## config.mk

```make
export PLATFORM = sky130hd
export DESIGN_NAME = bcd_ex3_seq_ctrl_flat
export DESIGN_NICKNAME = d
export VERILOG_FILES = /design/src/rtl/bcd_ex3_seq_ctrl_if.sv /design/src/rtl/bcd_ex3_seq_ctrl.sv /design/src/flat_wrapper.sv
export SDC_FILE = /design/constraint.sdc
export NUM_CORES = 1
export LEC_CHECK = 0
export BUFFER_PORTS_ARGS = -buffer_cell sky130_fd_sc_hd__buf_2
export CAP_MARGIN = 40
export CORE_UTILIZATION = 30
export CTS_CLUSTER_SIZE = 24
export DETAILED_ROUTE_END_ITERATION = 8
export PLACE_DENSITY = 0.53
export SLEW_MARGIN = 5
export SYNTH_ARGS = -nofsm -noshare
export SYNTH_HDL_FRONTEND = slang
export SYNTH_SLANG_ARGS = --single-unit
export TNS_END_PERCENT = 1
```

## constraint.sdc

```tcl
create_clock -name clk -period 1.6 [get_ports clk]
set_input_delay 0.16 -clock clk [delete_from_list [all_inputs] [get_ports clk]]
set_output_delay 0.16 -clock clk [all_outputs]
set_load 0.01 [all_outputs]
```

## src/rtl/bcd_ex3_seq_ctrl_if.sv

```systemverilog
`default_nettype none
// ============================================================================
// Module   : bcd_ex3_seq_ctrl_if
// Brief    : Handshake and converter bus for the BCD-to-Excess-3 sequencer
// Revision : 1.0 - initial release
// ============================================================================
interface bcd_ex3_seq_ctrl_if #(
    parameter int DIGITS = 4
);
    logic                  in_valid;
    logic                  in_ready;
    logic [4*DIGITS-1:0]   in_bcd;
    logic [3:0]            conv_bcd;
    logic [3:0]            conv_ex3;
    logic                  out_valid;
    logic                  out_ready;
    logic [4*DIGITS-1:0]   out_ex3;
    logic                  out_err;
    logic                  busy;

    // slave is the sequencer; master is the producer/consumer/converter side
    modport slave (
        input  in_valid, in_bcd, conv_ex3, out_ready,
        output in_ready, conv_bcd, out_valid, out_ex3, out_err, busy
    );
    modport master (
        output in_valid, in_bcd, conv_ex3, out_ready,
        input  in_ready, conv_bcd, out_valid, out_ex3, out_err, busy
    );
endinterface
`default_nettype wire

```

## src/rtl/bcd_ex3_seq_ctrl.sv

```systemverilog
`default_nettype none
// ============================================================================
// Module   : bcd_ex3_seq_ctrl
// Brief    : Converts a packed BCD word to Excess-3 one digit per clock using
//            a shared external 4-bit converter; flags digits above 9.
// Revision : 1.0 - initial release
// ============================================================================
module bcd_ex3_seq_ctrl #(
    parameter int DIGITS = 4
) (
    input  wire logic          clk,
    input  wire logic          rst_n,
    bcd_ex3_seq_ctrl_if.slave  bus
);
    localparam int c_WIDTH = 4 * DIGITS;
    localparam int c_IDX_W = (DIGITS > 1) ? $clog2(DIGITS) : 1;

    typedef enum logic [1:0] {
        S_IDLE = 2'b00,
        S_CONV = 2'b01,
        S_DONE = 2'b10
    } state_t;

    state_t               r_state;
    state_t               w_state_nxt;
    logic [c_WIDTH-1:0]   r_in;
    logic [c_WIDTH-1:0]   r_res;
    logic                 r_err;
    logic [c_IDX_W-1:0]   r_idx;

    logic [3:0]           w_digit;
    logic [3:0]           w_ex3;
    logic                 w_bad;
    logic                 w_last;
    logic                 w_accept;
    logic                 w_release;

    always_comb begin
        w_digit = 4'd0;
        for (int i = 0; i < DIGITS; i++) begin
            if (r_idx == c_IDX_W'(i)) begin
                w_digit = r_in[4*i +: 4];
            end
        end
    end

    // Invalid digits are stored as 0000, which is not a legal Excess-3 code
    assign w_bad     = (w_digit > 4'd9);
    assign w_ex3     = w_bad ? 4'b0000 : bus.conv_ex3;
    assign w_last    = (r_idx == c_IDX_W'(DIGITS - 1));
    assign w_accept  = (r_state == S_IDLE) && bus.in_valid;
    assign w_release = (r_state == S_DONE) && bus.out_ready;

    always_ff @(posedge clk or negedge rst_n) begin
        if (!rst_n) begin
            r_state <= S_IDLE;
        end else begin
            r_state <= w_state_nxt;
        end
    end

    always_comb begin
        w_state_nxt = r_state;
        case (r_state)
            S_IDLE: begin
                if (w_accept) begin
                    w_state_nxt = S_CONV;
                end
            end
            S_CONV: begin
                if (w_last) begin
                    w_state_nxt = S_DONE;
                end
            end
            S_DONE: begin
                if (w_release) begin
                    w_state_nxt = S_IDLE;
                end
            end
            default: w_state_nxt = S_IDLE;
        endcase
    end

    always_ff @(posedge clk or negedge rst_n) begin
        if (!rst_n) begin
            r_in  <= '0;
            r_res <= '0;
            r_err <= 1'b0;
            r_idx <= '0;
        end else if (w_accept) begin
            r_in  <= bus.in_bcd;
            r_res <= '0;
            r_err <= 1'b0;
            r_idx <= '0;
        end else if (r_state == S_CONV) begin
            for (int i = 0; i < DIGITS; i++) begin
                if (r_idx == c_IDX_W'(i)) begin
                    r_res[4*i +: 4] <= w_ex3;
                end
            end
            r_err <= r_err | w_bad;
            r_idx <= w_last ? '0 : r_idx + 1'b1;
        end
    end

    // Result and error persist after the handshake until the next accept
    assign bus.in_ready  = (r_state == S_IDLE);
    assign bus.conv_bcd  = (r_state == S_CONV) ? w_digit : 4'd0;
    assign bus.out_valid = (r_state == S_DONE);
    assign bus.busy      = (r_state != S_IDLE);
    assign bus.out_ex3   = r_res;
    assign bus.out_err   = r_err;

endmodule
`default_nettype wire

```

## src/flat_wrapper.sv

```systemverilog
// flat-port wrapper written by rule: the top's interface ports become plain ports
module bcd_ex3_seq_ctrl_flat 
#(
    parameter int DIGITS = 4
)
  (clk, rst_n, bus_in_valid, bus_in_bcd, bus_conv_ex3, bus_out_ready, bus_in_ready, bus_conv_bcd, bus_out_valid, bus_out_ex3, bus_out_err, bus_busy);
  bcd_ex3_seq_ctrl_if #(.DIGITS(DIGITS)) bus_i ();
  input  wire logic clk;
  input  wire logic rst_n;
  input wire logic [$bits(bus_i.in_valid)-1:0] bus_in_valid;
  input wire logic [$bits(bus_i.in_bcd)-1:0] bus_in_bcd;
  input wire logic [$bits(bus_i.conv_ex3)-1:0] bus_conv_ex3;
  input wire logic [$bits(bus_i.out_ready)-1:0] bus_out_ready;
  output wire logic [$bits(bus_i.in_ready)-1:0] bus_in_ready;
  output wire logic [$bits(bus_i.conv_bcd)-1:0] bus_conv_bcd;
  output wire logic [$bits(bus_i.out_valid)-1:0] bus_out_valid;
  output wire logic [$bits(bus_i.out_ex3)-1:0] bus_out_ex3;
  output wire logic [$bits(bus_i.out_err)-1:0] bus_out_err;
  output wire logic [$bits(bus_i.busy)-1:0] bus_busy;
  assign bus_i.in_valid = bus_in_valid;
  assign bus_i.in_bcd = bus_in_bcd;
  assign bus_i.conv_ex3 = bus_conv_ex3;
  assign bus_i.out_ready = bus_out_ready;
  assign bus_in_ready = bus_i.in_ready;
  assign bus_conv_bcd = bus_i.conv_bcd;
  assign bus_out_valid = bus_i.out_valid;
  assign bus_out_ex3 = bus_i.out_ex3;
  assign bus_out_err = bus_i.out_err;
  assign bus_busy = bus_i.busy;
  bcd_ex3_seq_ctrl #(.DIGITS(DIGITS)) u_core (.clk(clk), .rst_n(rst_n), .bus(bus_i));
endmodule
```

==> flow_metrics.py, run 1 <==
metrics = {
    "run_status": {
        "status": "complete, but fails checks",
        "violations": "setup timing",
    },
    "worst_setup_path": {
        "path_buf_inv": 3,
        "start_kind": "flop",
        "cp.arrival_ps": 1750,
        "critPathTopFamily": "flip-flops",
        "cp_slowest_cell": "dfrtp_2",
        "endpoint_kind": "primary output",
        "reg2reg_slack_ps": -260,
        "path_class": "reg -> out",
        "slowest_delay_ps": 480,
        "path_cells": "inv_4, ha_4, nor2b_4, a22oi_2, a21oi_2, buf_4, and2_4, buf_6",
        "crit_fanout": 4,
        "required_ps": 1440,
    },
    "floorplan": {
        "die_h_um": 75.9,
        "dieArea_mm2": 0.00577,
        "io_pins": 48,
        "start_util_pct": 31.7,
        "die_x_um": 75.9,
        "core-area_mm2": 0.00517,
        "row_count": 26,
    },
    "cts": {
        "cts_buffers": 5,
        "clock_latency_ps": 280,
        "cts_tree": "built",
        "cts_buffer_depth": 2,
        "cts_sinks": 37,
        "htreeDepth": 2,
        "clkTransAtPathRegs_ps": 70,
        "cts_root_buf": "clkbuf_8",
    },
    "detailed_routing": {
        "avgViaCountPerCell": 4.60,
        "drc": 0,
        "routedWlPerCell_um": 12.6,
        "wirelength_um": 3800,
        "ant_nets": 0,
        "drt_pass1_iterations": 4,
        "drt_iter0_markers": 51,
        "vias": 1386,
    },
    "timing": {
        "fin_crit_sh_pct": 119,
        "worst_pin_slew_ps": 397,
        "rsz0062_at_grt": "true",
        "setup_viol": 21,
        "fin_skew_ps": 2.72,
        "fmax_ghz": 0.525,
        "slew_headroom_pct": 73.5,
        "finalHoldViolCount": 0,
        "drv_slew": 0,
        "timing.final.ws_setup_ps": -306,
        "fin_crit_ps": 1910,
        "hold_slack_ps": 66.7,
    },
    "synth": {
        "seq_area_frac_synth_pct": 56.4,
        "synth_area_leader_cell": "dfrtp_1",
        "synthTopCellsByArea": "dfrtp_1 (56%), nand2_1 (12%), a32o_1 (9.8%)",
        "yosysTopAreaCellShare_pct": 56.4,
        "synth_cell_types": 27,
        "syn_nets": 187,
        "avgSynthCellArea_um2": 10.3,
        "syn_inst": 159,
        "synth_warnings": 0,
        "synth.cell_area_mm2": 0.00164,
        "ys_seq_elements": 37,
    },
    "final_layout": {
        "area_delta_synth_final_pct": 45.8,
        "final_nets": 258,
        "n_antenna_cell": 0,
        "drive_gt1_share_pct": 42.9,
        "postLayoutCoreUtil_pct": 46.2,
    },
    "global_routing": {
        "grt_overflow": 0,
        "grt_usage_pct": 14.9,
        "grt_max_degree": 19,
        "antenna_found_initial": 0,
        "grt_pass1_wl_um": 6790,
        "grt_pass1_vias": 1414,
    },
    "place": {
        "dpl.hpwl_um": 2850,
        "numPortBuffers": 47,
        "place_congestion": 0.771,
    },
    "flow_run": {
        "cap_violations": 0,
    },
    "power_and_ir_drop": {
        "p_per_area_mw_per_mm2": 2270,
        "cellLeakagePower_nw": 1.20,
        "max-vdd-ir-drop_mv": 1.06,
    },
    "min_path": {
        "hold_path_class": "in -> reg",
    },
}
-- placed cells by master, fill, tap and decap left out, types with 2 or more instances in the layout --
master and count:
o22ai_2 2, a22oi_2 2, buf_2 44, nand2_1 52, a21oi_1 2, inv_4 2
and2_1 4, dfrtp_1 35, dfrtp_2 2, a32o_1 16, and2_4 3, ha_4 4
buf_6 6, inv_1 2, buf_4 16, nor3_1 2, a21oi_2 2, clkbuf_8 6
nor2b_1 3, nor2_1 8
-- flip-flops by register name, indices dropped and copies added, names as in the netlist --
| name | flops |
|---|---|
| u_core.bus.out_ex3 | 16 |
| u_core.r_in | 16 |
| u_core.r_idx | 2 |
| u_core.r_state | 2 |
| u_core.bus.out_err | 1 |
-- logic make-up after synthesis --
family	after synthesis	synth area share (%)
AO/OA/AOI/OAI	32	17.7
adder cells (fa/ha/maj)	4	3.05
buffers and inverters	9	2.67
flip-flops	37	56.4
AND/OR/NAND/NOR	77	20.1
-- path summary, 6_finish.rpt --
path	from	end	cells after the start
setup reg to reg	u_core.r_idx[0]	u_core.bus.out_ex3[15]	10
min in group asynchronous	rst_n	u_core.bus.out_ex3[8]	2
setup / recovery	u_core.r_idx[0]	bus_conv_bcd[1]	8
hold / removal	bus_in_bcd[15]	u_core.r_in[15]	3
hold reg to reg	u_core.r_in[8]	u_core.r_in[8]	2
max in group asynchronous	rst_n	u_core.r_idx[1]	3
-- per-layer routing --
layer  share of wire, %  GRT usage (%)  vias to the layer above
met5                  0              0                        -
met4               0.76           4.04                        0
met3                5.8           4.94                        4
met2                 43           22.2                       41
met1                 50           20.7                      648
li1                   -              -                      693
-- per-stage QoR --
stage	area (µm²)	std cells	worst slack, ps	setup TNS, ps	total power, mW
after detailed placement	2120	287	-153	-2450	4.10
after floorplan	1700	159	-22.7	-204	3.16
after global routing	2390	301	-415	-6920	5.85
final	2390	301	-306	-5160	5.43
after global placement	2120	287	-152	-2550	4.10
after CTS	2390	301	-328	-5150	5.47
-- worst min-delay path, stage by stage --
cell and delay [ps]:
buf_2 70, nand2_1 40, nand2_1 40
-- cells in the mapped netlist --
| cell | count |
|---|---|
| o31ai_1 | 1 |
| nor2_1 | 9 |
| a21oi_1 | 2 |
| a221oi_1 | 1 |
| buf_2 | 2 |
| buf_6 | 1 |
| o21ai_0 | 1 |
| a22oi_1 | 2 |
| nand3b_1 | 1 |
| a31oi_2 | 1 |
| nand2b_2 | 1 |
| nand2b_1 | 1 |
| nand2_1 | 52 |
| o21ai_1 | 1 |
| dfrtp_1 | 37 |
| a21oi_2 | 2 |
| o22ai_1 | 2 |
| nor2b_1 | 4 |
| a32o_1 | 16 |
| clkbuf_1 | 1 |
| ha_1 | 4 |
| inv_1 | 5 |
| nor3_1 | 2 |
| and2_1 | 7 |
| o21ai_4 | 1 |
| a21o_1 | 1 |
| o22ai_2 | 1 |
-- where the power goes --
| part | switching (mW) | total, mW | internal, mW |
|---|---|---|---|
| combinational | 1.42 | 2.96 | 1.54 |
| clock | 0.312 | 0.820 | 0.508 |
| sequential | 0.298 | 1.64 | 1.34 |
-- what timing repair did --
action / 4_1_cts / 5_1_grt
pin swaps: 15 / 3
hold endpoints to repair: 16 / 0
buffers inserted: 5 / 0
resized for setup: 21 / 0
hold buffers: 1 / 0
endpoints found under the setup margin: 21 / 21
-- final cells by class --
class	instances	area, µm²
Tap cell	70	87.6
Multi-Input combinational cell	113	793
Clock buffer	7	86.3
Sequential cell	37	928
Timing Repair Buffer	68	438
Fill cell	492	2780
Clock inverter	1	30.0
Inverter	5	27.5
Power figures use the tool's default switching activity.
==> run 2: changes to the inputs <==
--- a/config.mk
+++ b/config.mk
@@ -7,6 +7,7 @@
 export LEC_CHECK = 0
 export BUFFER_PORTS_ARGS = -buffer_cell sky130_fd_sc_hd__buf_2
 export CAP_MARGIN = 40
+export CORE_ASPECT_RATIO = 1.4
 export CORE_UTILIZATION = 30
 export CTS_CLUSTER_SIZE = 24
 export DETAILED_ROUTE_END_ITERATION = 8
==> flow_metrics.py, run 2 (same netlist as run 1, synthesis figures left out) <==
metrics = {
    "detailed_routing": {
        "drt_pass1_iterations": 4,
        "vias": 1413,
        "avgViaCountPerCell": 4.79,
        "drt_iter0_markers": 87,
        "wirelength_um": 3820,
        "ant_nets": 0,
        "drc": 0,
        "routedWlPerCell_um": 13.0,
    },
    "global_routing": {
        "grt_util_met1_pct": 16.0,
        "grt_max_degree": 38,
        "grt_pass1_wl_um": 6240,
        "grt_overflow": 0,
        "gr-usage-met2_pct": 26.2,
        "grt_usage_pct": 14.6,
        "antenna_found_initial": 0,
        "grt_most_used_layer": "met2",
        "grt_pass1_vias": 1350,
        "grtUsageMet3_pct": 4.34,
    },
    "power_and_ir_drop": {
        "total_power_mw": 5.05,
        "p_sw_share_pct": 38.2,
        "max-vdd-ir-drop_mv": 1.01,
        "p_per_area_mw_per_mm2": 2190,
        "power_switching_mw": 1.93,
        "share_comb_of_total_power_pct": 51.6,
        "clkPwrFrac_pct": 16.4,
        "seq_power_share_pct": 32.0,
        "p_int_mw": 3.12,
        "cellLeakagePower_nw": 1.18,
    },
    "timing": {
        "fin_crit_ps": 1920,
        "fmax_ghz": 0.522,
        "finalHoldViolCount": 0,
        "rsz0062_at_grt": "true",
        "worst_pin_slew_ps": 471,
        "slew_headroom_pct": 68.6,
        "setup_viol": 21,
        "fin_crit_sh_pct": 120,
        "drv_slew": 0,
        "fin_skew_ps": 9.43,
        "timing.final.ws_setup_ps": -316,
    },
    "place": {
        "place_congestion": 0.765,
        "dpl.hpwl_um": 2890,
        "dp_slack_ps": -158,
        "numPortBuffers": 47,
    },
    "worst_setup_path": {
        "cp_slowest_cell": "dfrtp_2",
        "path_cells": "buf_12, ha_4, nand3b_1, a31oi_4, and2_1, buf_2",
        "required_ps": 1440,
        "cp.arrival_ps": 1760,
        "path_buf_inv": 2,
        "slowest_delay_ps": 460,
        "crit_fanout": 5,
        "endpoint_kind": "primary output",
        "critPathTopFamily": "flip-flops",
        "start_kind": "flop",
        "path_class": "reg -> out",
    },
    "floorplan": {
        "core-area_mm2": 0.00524,
        "die_x_um": 64.5,
        "io_pins": 48,
        "start_util_pct": 31.3,
        "dieArea_mm2": 0.00577,
        "die_h_um": 89.5,
        "row_count": 31,
    },
    "cts": {
        "cts_tree": "built",
        "cts_buffer_depth": 2,
        "clkTransAtPathRegs_ps": 70,
        "htreeDepth": 2,
        "cts_buffers": 5,
        "cts_root_buf": "clkbuf_8",
        "cts_sinks": 37,
        "clock_latency_ps": 290,
    },
    "final_layout": {
        "area_delta_synth_final_pct": 40.7,
        "layout_common_cells": "nand2_1 (52), buf_2 (47), dfrtp_1 (36), a32o_1 (16), buf_4 (16)",
        "n_antenna_cell": 0,
        "drive_gt1_share_pct": 40.6,
        "layout_commonest_cell": "nand2_1",
        "final_nets": 256,
    },
    "run_status": {
        "violations": "setup timing",
        "status": "complete, but fails checks",
    },
    "min_path": {
        "hold_path_class": "in -> reg",
    },
    "flow_run": {
        "cap_violations": 0,
    },
}
## run 2: worst min-delay path, delay by kind of cell
| kind | cells | cell delay, ps |
|---|---|---|
| buf+inv | 1 | 80 |
| simple gates | 2 | 80 |
## run 2: layout make-up
class                           count  area, µm²
Tap cell                           66       82.6
Sequential cell                    37        927
Inverter                            5       18.8
Timing Repair Buffer               66        405
Clock buffer                        7       86.3
Clock inverter                      1       30.0
Multi-Input combinational cell    113        757
Fill cell                         531       2930
## run 2: power by group through the flow
stage | logic (mW) | clock network, mW | registers [mW]
5_1_grt | 2.88 | 0.898 | 1.67
3_3_place_gp | 2.38 | 0 | 1.64
3_5_place_dp | 2.39 | 0 | 1.64
4_1_cts | 2.55 | 0.850 | 1.62
6_report | 2.61 | 0.831 | 1.62
2_1_floorplan | 1.51 | 0 | 1.65
## run 2: metrics by stage
stage               instances  hold WS (ps)  setup TNS, ps  cell area (µm²)  utilization, %
CTS                       294          53.7          -4670             2280            43.5
global route              295          48.2          -5980             2310            44.1
detailed placement        281           231          -2130             2100            40.2
finish                    295          61.8          -4550             2310            44.1
floorplan                 159          -136           -204             1700               -
global placement          281           236          -1630             2100            40.2
## run 2: worst paths after layout
| path | start | to | slack, ps | cells after the start |
|---|---|---|---|---|
| max | u_core.r_idx[0] | bus_conv_bcd[2] | -320 | 6 |
| min | bus_in_bcd[6] | u_core.r_in[6] | 60 | 3 |
| max reg2reg | u_core.r_idx[0] | u_core.bus.out_ex3[12] | -210 | 9 |
| min reg2reg | u_core.r_in[6] | u_core.r_in[6] | 480 | 2 |
| max in group asynchronous | rst_n | u_core.r_idx[0] | 810 | 3 |
| min in group asynchronous | rst_n | u_core.bus.out_ex3[12] | 440 | 3 |
## run 2: what timing repair did
item | CTS | global route
setup buffers | 4 | 1
gates resized for setup | 1 | 4
hold buffers | 1 | 0
endpoints found under the setup margin | 21 | 21
pin swaps | 9 | 6
hold endpoints to repair | 37 | 0
## run 2: layer usage
layer | vias up | part of all wire, %
met5 | - | 0
met4 | 0 | 1.7
met3 | 7 | 5.9
met2 | 50 | 50
met1 | 668 | 43
li1 | 688 | -
==> run 3: changes to the inputs <==
--- a/config.mk
+++ b/config.mk
@@ -5,9 +5,11 @@
 export SDC_FILE = /design/constraint.sdc
 export NUM_CORES = 1
 export LEC_CHECK = 0
+export ABC_AREA = 1
 export BUFFER_PORTS_ARGS = -buffer_cell sky130_fd_sc_hd__buf_2
 export CAP_MARGIN = 40
 export CORE_ASPECT_RATIO = 1.4
+export CORE_MARGIN = 2
 export CORE_UTILIZATION = 30
 export CTS_CLUSTER_SIZE = 24
 export DETAILED_ROUTE_END_ITERATION = 8
==> flow_metrics.py, run 3 <==
metrics = {
    "flow_run": {
        "cap_violations": 0,
    },
    "detailed_routing": {
        "drt_iter0_markers": 97,
        "vias": 1575,
        "ant_nets": 0,
        "wirelength_um": 4220,
        "routedWlPerCell_um": 12.0,
        "avgViaCountPerCell": 4.47,
        "drc": 0,
        "drt_pass1_iterations": 4,
    },
    "floorplan": {
        "die_h_um": 94.2,
        "start_util_pct": 31.3,
        "die_x_um": 68.4,
        "io_pins": 48,
        "dieArea_mm2": 0.00644,
        "row_count": 32,
        "core-area_mm2": 0.00557,
    },
    "power_and_ir_drop": {
        "max-vdd-ir-drop_mv": 0.739,
        "cellLeakagePower_nw": 1.32,
        "total_power_mw": 5.09,
        "p_per_area_mw_per_mm2": 2170,
    },
    "synth": {
        "synth_area_leader_cell": "dfrtp_1",
        "async_reset_ff_share_pct": 100,
        "yosys-top-cells-count": "nand2_1 (101), dfrtp_1 (37), nand3_1 (21)",
        "synth_cell_types": 16,
        "synth_edf_count": 0,
        "syn_nets": 248,
        "yosysTopAreaCellShare_pct": 53.1,
        "syn_inst": 220,
        "synth.cell_area_mm2": 0.00174,
        "seq_area_frac_synth_pct": 53.1,
        "yosysMostFrequentCell": "nand2_1",
        "ys_seq_elements": 37,
        "synth_warnings": 0,
        "avgSynthCellArea_um2": 7.92,
        "synthTopCellsByArea": "dfrtp_1 (53%), nand2_1 (22%), nand3_1 (6.0%)",
        "synthFlopType": "dfrtp_1",
    },
    "global_routing": {
        "antenna_found_initial": 0,
        "gr-usage-met2_pct": 24.4,
        "grt_pass1_vias": 1499,
        "grt_max_degree": 20,
        "grt_pass1_wl_um": 6750,
        "grt_overflow": 0,
        "grtUsageMet3_pct": 3.24,
        "grt_most_used_layer": "met2",
        "grt_usage_pct": 14.2,
        "grt_util_met1_pct": 16.7,
    },
    "place": {
        "dpl.hpwl_um": 3210,
        "numPortBuffers": 47,
        "dp_slack_ps": -24.7,
        "dp_cells": 340,
        "place_congestion": 0.910,
    },
    "worst_setup_path": {
        "endpoint_kind": "primary output",
        "start_kind": "flop",
        "cp_slowest_cell": "dfrtp_1",
        "slowest_delay_ps": 430,
        "path_cells": "inv_2, ha_4, nand2_2, nand2_2, nand3_2, nand2_2, nand2_2, nor2_2, buf_2",
        "path_class": "reg -> out",
        "cp_common_cell": "nand2_2",
        "crit_fanout": 5,
        "cp.arrival_ps": 1600,
        "reg2reg_slack_ps": 0,
        "required_ps": 1440,
    },
    "timing": {
        "rsz0062_at_grt": "true",
        "fin_crit_sh_pct": 110,
        "slew_headroom_pct": 69.6,
        "worst_pin_slew_ps": 455,
        "finalHoldViolCount": 0,
        "fin_crit_ps": 1760,
        "fmax_ghz": 0.568,
        "timing.final.ws_setup_ps": -161,
        "fin_skew_ps": 3.67,
        "drv_slew": 0,
        "setup_viol": 9,
    },
    "min_path": {
        "hold_path_class": "in -> reg",
    },
    "cts": {
        "htreeDepth": 2,
        "cts_buffers": 5,
        "cts_root_buf": "clkbuf_8",
        "cts_buffer_depth": 2,
        "cts_sinks": 37,
        "cts_tree": "built",
        "clkTransAtPathRegs_ps": 70,
        "clock_latency_ps": 290,
    },
    "final_layout": {
        "layout_commonest_cell": "nand2_1",
        "n_antenna_cell": 0,
        "final_nets": 311,
        "area_delta_synth_final_pct": 34.7,
        "drive_gt1_share_pct": 34.5,
        "layout_common_cells": "nand2_1 (95), buf_2 (47), dfrtp_1 (37), nand3_1 (17), inv_1 (14)",
        "stdcell_count": 352,
    },
    "run_status": {
        "status": "complete, but fails checks",
        "violations": "setup timing",
    },
}
run 3: changes by cell type in the layout (fill, tap and decap cells not counted), moves of 4 or more:
cell and delta:
nor2_2 +4, inv_1 +11, nand3_2 +4, nand2_2 +10, a32o_1 -16, nand2_1 +43
a21oi_1 +4, buf_4 -5, and2_1 -6, nand3_1 +17
run 3: repair_timing:
| item | 4_1_cts | 5_1_grt |
|---|---|---|
| resized for setup | 18 | 10 |
| endpoints found under the hold margin | 18 | 0 |
| hold buffers | 1 | 0 |
| setup endpoints to repair | 21 | 21 |
| pin swaps | 6 | 9 |
| buffers inserted | 3 | 0 |
run 3: report_power, final:
part / switching (mW) / internal [mW] / leakage (nW)
registers: 0.267 / 1.37 / 0.466
logic: 1.65 / 1.08 / 0.798
clock network: 0.335 / 0.389 / 0.0542
run 3: per-layer routing:
| metal | share of wire (%) | wire [µm] |
|---|---|---|
| met5 | 0 | 0 |
| met4 | 2.0 | 83 |
| met3 | 5.3 | 222 |
| met2 | 51 | 2170 |
| met1 | 41 | 1750 |
run 3: path summary, 6_finish.rpt:
kind,cells past startpoint,end,start
setup / recovery,9,bus_conv_bcd[2],u_core.r_idx[0]
hold reg to reg,2,u_core.bus.out_ex3[11],u_core.bus.out_ex3[11]
hold / removal,2,u_core.r_state[1],bus_out_ready
max in group asynchronous,3,u_core.r_in[8],rst_n
setup reg to reg,11,u_core.bus.out_ex3[13],u_core.r_idx[1]
min in group asynchronous,2,u_core.bus.out_ex3[11],rst_n
run 3: cell families after synthesis:
family | Yosys count | share of synthesized area [%]
fa+ha+maj | 4 | 2.87
simple gates | 140 | 33.4
buf+inv | 25 | 6.32
compound gates | 14 | 4.31
flops | 37 | 53.1
run 3: per-stage QoR:
stage | utilization [%] | hold WS [ps] | cell area (µm²) | TNS [ps]
4_1_cts | 41.5 | 44.5 | 2310 | -633
5_1_grt | 42.2 | 53.7 | 2350 | -2440
3_5_place_dp | 38.0 | 140 | 2120 | -200
6_report | 42.2 | 48.6 | 2350 | -612
3_3_place_gp | 38.0 | 131 | 2120 | -300
2_1_floorplan | - | -136 | 1740 | 0
run 3: worst max-delay path, delay by kind of cell (launching register included):
family        cells  cell delay (ps)
flops             1              430
simple gates      6              420
buf+inv           2              270
fa+ha+maj         1              190
run 3: final cells by class:
type | count | area, µm²
well taps | 68 | 85.1
clock buffers | 7 | 96.3
multi-input cells | 158 | 797
inverters | 20 | 80.1
flip-flops and latches | 37 | 926
fillers | 593 | 3220
repair buffers | 61 | 359
clock inverters | 1 | 5.00
